$ cat config.mk
export PLATFORM = sky130hd
export DESIGN_NAME = eight_bit_1_4_demux_reg
export DESIGN_NICKNAME = d
export VERILOG_FILES = /design/src/rtl/eight_bit_1_4_demux_reg_pkg.sv /design/src/rtl/eight_bit_1_4_demux_reg_channel.sv /design/src/rtl/eight_bit_1_4_demux_reg.sv
export SDC_FILE = /design/constraint.sdc
export NUM_CORES = 1
export LEC_CHECK = 0
export CAP_MARGIN = 20
export CORE_MARGIN = 3
export CORE_UTILIZATION = 35
export CTS_CLUSTER_DIAMETER = 40
export DETAILED_ROUTE_END_ITERATION = 8
export GPL_ROUTABILITY_DRIVEN = 0
export PLACE_DENSITY = 0.65
export SKIP_LAST_GASP = 1
export SLEW_MARGIN = 20
export SYNTH_ARGS = -nofsm -noshare
export SYNTH_HDL_FRONTEND = slang
export SYNTH_SLANG_ARGS = --single-unit
$ cat constraint.sdc
create_clock -name clk -period 4.75 [get_ports clk]
set_clock_uncertainty 0.2 [all_clocks]
set_input_delay 0.7125 -clock clk [delete_from_list [all_inputs] [get_ports clk]]
set_output_delay 0.7125 -clock clk [all_outputs]
set_load 0.01 [all_outputs]
$ cat src/rtl/eight_bit_1_4_demux_reg_pkg.sv
// Shared constants for the registered 8-bit 1-to-4 demultiplexer.
// Channel codes match the {s1,s0} select and the round-robin pointer values.
package eight_bit_1_4_demux_reg_pkg;

    localparam int unsigned WIDTH_DEFAULT = 8;
    localparam int unsigned NCH_FIXED     = 4;

    typedef enum logic [1:0] {
        CH_A = 2'b00,
        CH_B = 2'b01,
        CH_C = 2'b10,
        CH_D = 2'b11
    } ch_e;

endpackage

$ cat src/rtl/eight_bit_1_4_demux_reg_channel.sv
// One demux slice: holding register, valid flag and sticky overrun flag.
module demux_channel_reg
    import eight_bit_1_4_demux_reg_pkg::*;
#(
    parameter int unsigned WIDTH = WIDTH_DEFAULT
) (
    input  logic             clk,
    input  logic             rst_n,
    input  logic             sel_wr,
    input  logic [WIDTH-1:0] in,
    input  logic             ack,
    input  logic             clr_ovf,
    output logic [WIDTH-1:0] data,
    output logic             valid,
    output logic             ovf
);

    always_ff @(posedge clk or negedge rst_n) begin
        if (!rst_n) begin
            data <= '0;
        end else if (sel_wr) begin
            data <= in;
        end
    end

    // A write in the same cycle as an ack refills the slot, so valid stays set.
    always_ff @(posedge clk or negedge rst_n) begin
        if (!rst_n) begin
            valid <= 1'b0;
        end else if (sel_wr) begin
            valid <= 1'b1;
        end else if (ack) begin
            valid <= 1'b0;
        end
    end

    // Overrun set takes priority over the clear.
    always_ff @(posedge clk or negedge rst_n) begin
        if (!rst_n) begin
            ovf <= 1'b0;
        end else if (sel_wr && valid && !ack) begin
            ovf <= 1'b1;
        end else if (clr_ovf) begin
            ovf <= 1'b0;
        end
    end

endmodule

$ cat src/rtl/eight_bit_1_4_demux_reg.sv
// Registered 8-bit 1-to-4 demultiplexer: steers a write into one of four
// holding registers chosen by {s1,s0} or a round-robin pointer.
module eight_bit_1_4_demux_reg
    import eight_bit_1_4_demux_reg_pkg::*;
#(
    parameter int unsigned WIDTH = WIDTH_DEFAULT,
    parameter int unsigned NCH   = NCH_FIXED
) (
    input  logic             clk,
    input  logic             rst_n,
    input  logic [WIDTH-1:0] in,
    input  logic             s0,
    input  logic             s1,
    input  logic             wr,
    input  logic             auto,
    input  logic [NCH-1:0]   ack,
    input  logic             clr_ovf,
    output logic [WIDTH-1:0] a,
    output logic [WIDTH-1:0] b,
    output logic [WIDTH-1:0] c,
    output logic [WIDTH-1:0] d,
    output logic [NCH-1:0]   valid,
    output logic [NCH-1:0]   ovf,
    output logic [1:0]       ptr
);

    ch_e              tgt;
    logic [NCH-1:0]   sel_wr;
    logic [WIDTH-1:0] ch_data [NCH];

    always_comb begin
        tgt = auto ? ch_e'(ptr) : ch_e'({s1, s0});
    end

    // Decode only under wr so an unknown select cannot reach any slice.
    always_comb begin
        sel_wr = '0;
        if (wr) begin
            sel_wr[tgt] = 1'b1;
        end
    end

    always_ff @(posedge clk or negedge rst_n) begin
        if (!rst_n) begin
            ptr <= '0;
        end else if (wr && auto) begin
            ptr <= ptr + 2'd1;
        end
    end

    for (genvar g = 0; g < NCH; g++) begin : g_ch
        demux_channel_reg #(
            .WIDTH (WIDTH)
        ) u_ch (
            .clk     (clk),
            .rst_n   (rst_n),
            .sel_wr  (sel_wr[g]),
            .in      (in),
            .ack     (ack[g]),
            .clr_ovf (clr_ovf),
            .data    (ch_data[g]),
            .valid   (valid[g]),
            .ovf     (ovf[g])
        );
    end

    assign a = ch_data[CH_A];
    assign b = ch_data[CH_B];
    assign c = ch_data[CH_C];
    assign d = ch_data[CH_D];

endmodule

======== Word-level counts from Yosys, hierarchy flattened ========
Cells that the tools add are included.
storage, ports and cells
  bits of input ports ..................... 19
  output and inout port bits .............. 42
  flip-flop bits (word level) ............. 42
  logic and storage cells ................. 55
cells by class
  $lt $le $gt $ge ......................... 2
  muxes and demuxes ....................... 17
  reduce and logical (&&, ||, !) cells .... 22
  add/sub/neg operators ................... 1
operators with widths
  operator                                                                             count
  2-bit nonzero test                                                                   8
  1-bit two-way mux                                                                    14
  1-bit logical AND                                                                    10
  1-bit zero test                                                                      4
  4-bit two-way mux                                                                    1
  2-bit by 3-bit less-than comparator with 1-bit output, second input constant         1
  2-bit by 1-bit adder with 2-bit output, second input constant                        1
  1-bit demux with 2-bit select                                                        1
  2-bit by 1-bit greater-or-equal comparator with 1-bit output, second input constant  1
  2-bit two-way mux                                                                    1

======== Logic depth before layout (Yosys ltp) ========
  word-level depth ........................ 9
  mapped depth ............................ 4
  gate-level depth less buffers ........... 3

======== Cells and area by module ========
Synthesis repeated with hierarchy kept, for this count alone.
unflattened totals
  cells, all modules ...................... 111
  area total of the unflattened synthesis .. 1811.7 um^2
modules (own cells, without submodules)
  module                   instances  area each (um^2)  seq. area each (um^2)  cells each
  demux_channel_reg        4          407.9             250.2                  23
  eight_bit_1_4_demux_reg  1          180.2             50.0                   19

======== Worst setup path before layout ========
Ideal clock, no wire load.
  kind .................................... input to register
  start ................................... in auto
  end ..................................... reg g_ch[2].u_ch.data[0]
  library setup time ...................... 0.125 ns
  arrival time ............................ 1.598 ns
  required time ........................... 4.425 ns
  setup slack ............................. 2.828 ns
  path buffers ............................ 0
  stages on the path ...................... 3
  cell sequence ........................... and3b_2 -> o21ai_2 -> mux2_2
between the ends
  word-level cells in the longest chain between the ends .. 6
  elaborated cells on any way between the ends .. 7
  classes of those cells .................. order compare (2); mux (4); reduce/logical (1)
RTL lines
  item                                                                                                                                                                RTL line                               text
  start: declaration                                                                                                                                                  eight_bit_1_4_demux_reg.sv:15          input logic auto,
  2-bit two-way mux (*)                                                                                                                                               eight_bit_1_4_demux_reg.sv:32          tgt = auto ? ch_e'(ptr) : ch_e'({s1, s0});
  2-bit by 3-bit less-than comparator with 1-bit output (implied by the code) / 2-bit by 1-bit greater-or-equal comparator with 1-bit output (equally long branches)  eight_bit_1_4_demux_reg.sv:39          sel_wr[tgt] = 1'b1;
  1-bit logical AND (implied by the code)                                                                                                                             eight_bit_1_4_demux_reg.sv:39
  1-bit two-way mux (implied by the code)                                                                                                                             eight_bit_1_4_demux_reg.sv:39
  1-bit demux with 2-bit select (*)                                                                                                                                   eight_bit_1_4_demux_reg.sv:39
  4-bit two-way mux (*)                                                                                                                                               eight_bit_1_4_demux_reg.sv:38          if (wr) begin
  end signal: assignment                                                                                                                                              eight_bit_1_4_demux_reg_channel.sv:22  data <= in;
  end: declaration                                                                                                                                                    eight_bit_1_4_demux_reg_channel.sv:13  output logic [WIDTH-1:0] data,
Every way passes the cells marked *; elsewhere a longest branch is shown, timed or not.
A chain may end at the register's enable or synchronous reset.

======== Worst setup path after layout ========
  start ................................... in auto
  end ..................................... reg g_ch[1].u_ch.data[2]
between the ends
  word-level cells in the longest chain between the ends .. 6
  elaborated cells on any way between the ends .. 7
  classes of those cells .................. order compare (2); mux (4); reduce/logical (1)
RTL lines
  item                                                                                                                                                                RTL line
  2-bit two-way mux (*)                                                                                                                                               eight_bit_1_4_demux_reg.sv:32
  2-bit by 3-bit less-than comparator with 1-bit output (implied by the code) / 2-bit by 1-bit greater-or-equal comparator with 1-bit output (equally long branches)  eight_bit_1_4_demux_reg.sv:39
  1-bit logical AND (implied by the code)                                                                                                                             eight_bit_1_4_demux_reg.sv:39
  1-bit two-way mux (implied by the code)                                                                                                                             eight_bit_1_4_demux_reg.sv:39
  1-bit demux with 2-bit select (*)                                                                                                                                   eight_bit_1_4_demux_reg.sv:39
  4-bit two-way mux (*)                                                                                                                                               eight_bit_1_4_demux_reg.sv:38
  end signal: assignment                                                                                                                                              eight_bit_1_4_demux_reg_channel.sv:22
  end: declaration                                                                                                                                                    eight_bit_1_4_demux_reg_channel.sv:13
Marked as above.

==> impl_metrics.json <==
{
  "status": "finished, final reports clean",
  "crit_arrival_ns": 2.48,
  "via_per_inst": 4.716,
  "syn_area_per_cell_sq_um": 15.24,
  "clockBufferDepth": 2,
  "numCtsBuffers": 5,
  "path_clk_slew_ns": 0.07,
  "num_antenna_cells": 0,
  "end_kind": "flop",
  "fin_ws_ns": 2.247,
  "p_leak_nw": 1.047,
  "finalWirelength_microns": 3800,
  "ios": 61,
  "finalHoldViolations": 0,
  "grt_pass1_vias": 1212,
  "ys_seq_elements": 42,
  "netlist_area_sq_um": 1707,
  "cts_tree": "done",
  "synth_cells": 112,
  "critPathRequiredTime_ns": 4.73,
  "synth-xor-area-share_pct": 1.026,
  "final_cell_mix": "clkdlybuf4s50_1 (59), dfrtp_1 (42), mux2_2 (24)",
  "fmax_mhz": 399.6,
  "ant_nets": 0,
  "multiInputGateArea_sq_um": 573.1,
  "antenna_found_initial": 0,
  "irDropWorstVdd_mv": 0.3312,
  "ff2ff_setup_slack_ns": 2.84,
  "layout-drive-gt1-share_pct": 25.73,
  "r2r_end": "g_ch[1].u_ch.data[2]",
  "h-tree-depth": 2,
  "synth_nets": 131,
  "regArea_sq_um": 1051,
  "clock_latency_ns": 0.29,
  "slew_violations": 0,
  "start_util_pct": 37.64,
  "post_cts_buffers": 0,
  "period_needed_ns": 2.503,
  "first_pass_iters": 4,
  "ctsHoldBuffers": 0,
  "setup_viol": 0,
  "crit_end": "g_ch[1].u_ch.data[2]",
  "cp-startpoint": "auto",
  "synth-warning-count": 0,
  "slew_headroom_pct": 39.47,
  "final_common_cell": "clkdlybuf4s50_1",
  "grt_pass1_wl_microns": 5906,
  "yosys.area_share.simple_pct": 4.985,
  "clock-sinks": 42,
  "netlist_top_cells_area": "dfrtp_1 (62%), mux2_2 (16%), mux2_4 (7.0%)",
  "die_w_microns": 75.83,
  "vias": 1113,
  "crit_path_max_fanout": 10,
  "path_class": "primary input to flop",
  "area_growth_pct": 40.84,
  "drc": 0,
  "synth_top_area_share_pct": 61.58,
  "powerDensity_nw_per_um2": 623.4,
  "power_mw": 1.498,
  "fin_crit_sh_pct": 52.69,
  "post-route-util_pct": 53.01,
  "drt-wirelength-per-cell_microns": 16.10,
  "tns_ns": 0,
  "synth_mux_area_share_pct": 22.87,
  "reg2reg_depth": 3,
  "die_height_microns": 75.83,
  "drtIter0Drc": 59,
  "cts_root_buffer": "clkbuf_8",
  "fillers": 368,
  "final_cells": 236,
  "grtUsageTotal_pct": 14.16,
  "die_area_sq_um": 5750,
  "cts_resized": 0,
  "rows": 24,
  "hp-class": "flop to flop",
  "grt_overflow": 0,
  "pre_cts_ws_ns": 1.910,
  "r2r-start": "ptr[0]",
  "synthAdderAreaFrac_pct": 0,
  "synth.largest_area_cell": "dfrtp_1",
  "port_buffers": 60,
  "nets": 189,
  "yosysUniqueCellTypes": 19,
  "synth_top_family_by_area": "multiplexers",
  "core-area_sq_um": 4534,
  "grt_max_degree": 43,
  "cp-start-kind": "primary input",
  "dp_cells": 228,
  "seq_area_frac_synth_pct": 61.58,
  "synth_compound_area_share_pct": 4.692,
  "max_cap_viol_count": 0,
  "tightest_slew_ns": 0.9080,
  "post-dp-hpwl_microns": 2682,
  "rsz0062_at_grt": "false"
}
report_power, final:
part	internal (mW)	switching, mW	leakage (nW)
Combinational	0.427	0.229	0.489
Sequential	0.516	0.0972	0.510
Clock	0.117	0.112	0.0482
Total	1.06	0.438	1.05
metrics by stage:
stage | hold WS [ns] | instance area (sq um)
3_3_place_gp | 0.2678 | 2312
5_1_grt | 0.3206 | 2404
2_1_floorplan | 0.2169 | 1707
3_5_place_dp | 0.2918 | 2312
4_1_cts | 0.3097 | 2404
6_report | 0.3033 | 2404
worst max-delay path: stages:
cell,delay [ns]
clkdlybuf4s50_1,0.60
nand2b_1,0.19
o32a_1,0.62
mux2_4,0.35
synth_stat cells (all sizes together):
master   number
nor3b         2
o2bb2ai       3
and3b         1
o21ai         3
nand2b        4
o32a          1
a32o          1
inv           3
nand4         1
buf           9
nor3          1
nand2         5
xnor2         2
mux2         32
dfrtp        42
a21o          1
nand3         1
final cells by class:
| type | instances | area share [%] |
|---|---|---|
| clock buffer | 7 | 3.592 |
| clock inverter | 1 | 0.2082 |
| inverter | 3 | 0.4685 |
| multi-input combinational | 58 | 23.84 |
| sequential | 42 | 43.73 |
| tap | 65 | 3.384 |
| timing repair buffer | 60 | 24.78 |
layer usage:
metal	track usage, %	wire [microns]
met5	0	0
met4	6.214	74
met3	4.749	305
met2	21.10	1748
met1	18.75	1672
logic make-up after synthesis:
kind of cell | after synthesis
AO/OA/AOI/OAI | 9
AND/OR/NAND/NOR | 15
XOR/XNOR | 2
buffers and inverters | 12
flip-flops | 42
multiplexers | 32
sequential cells by signal, indices dropped and copies added, names as in the netlist:
signal,flops
g_ch.u_ch.ovf,4
g_ch.u_ch.valid,4
ptr,2
g_ch.u_ch.data,32
how the worst min path moves through the flow:
stage	from	to	cells past startpoint
2_1_floorplan	rst_n	g_ch[0].u_ch.data[0]	0
6_report	g_ch[0].u_ch.ovf	g_ch[0].u_ch.ovf	1
3_3_place_gp	g_ch[1].u_ch.ovf	g_ch[1].u_ch.ovf	1
5_1_grt	g_ch[3].u_ch.ovf	g_ch[3].u_ch.ovf	1
3_5_place_dp	g_ch[0].u_ch.data[0]	g_ch[0].u_ch.data[0]	1
4_1_cts	g_ch[0].u_ch.data[0]	g_ch[0].u_ch.data[0]	1
Note: power is estimated with default switching activity, not from simulation.
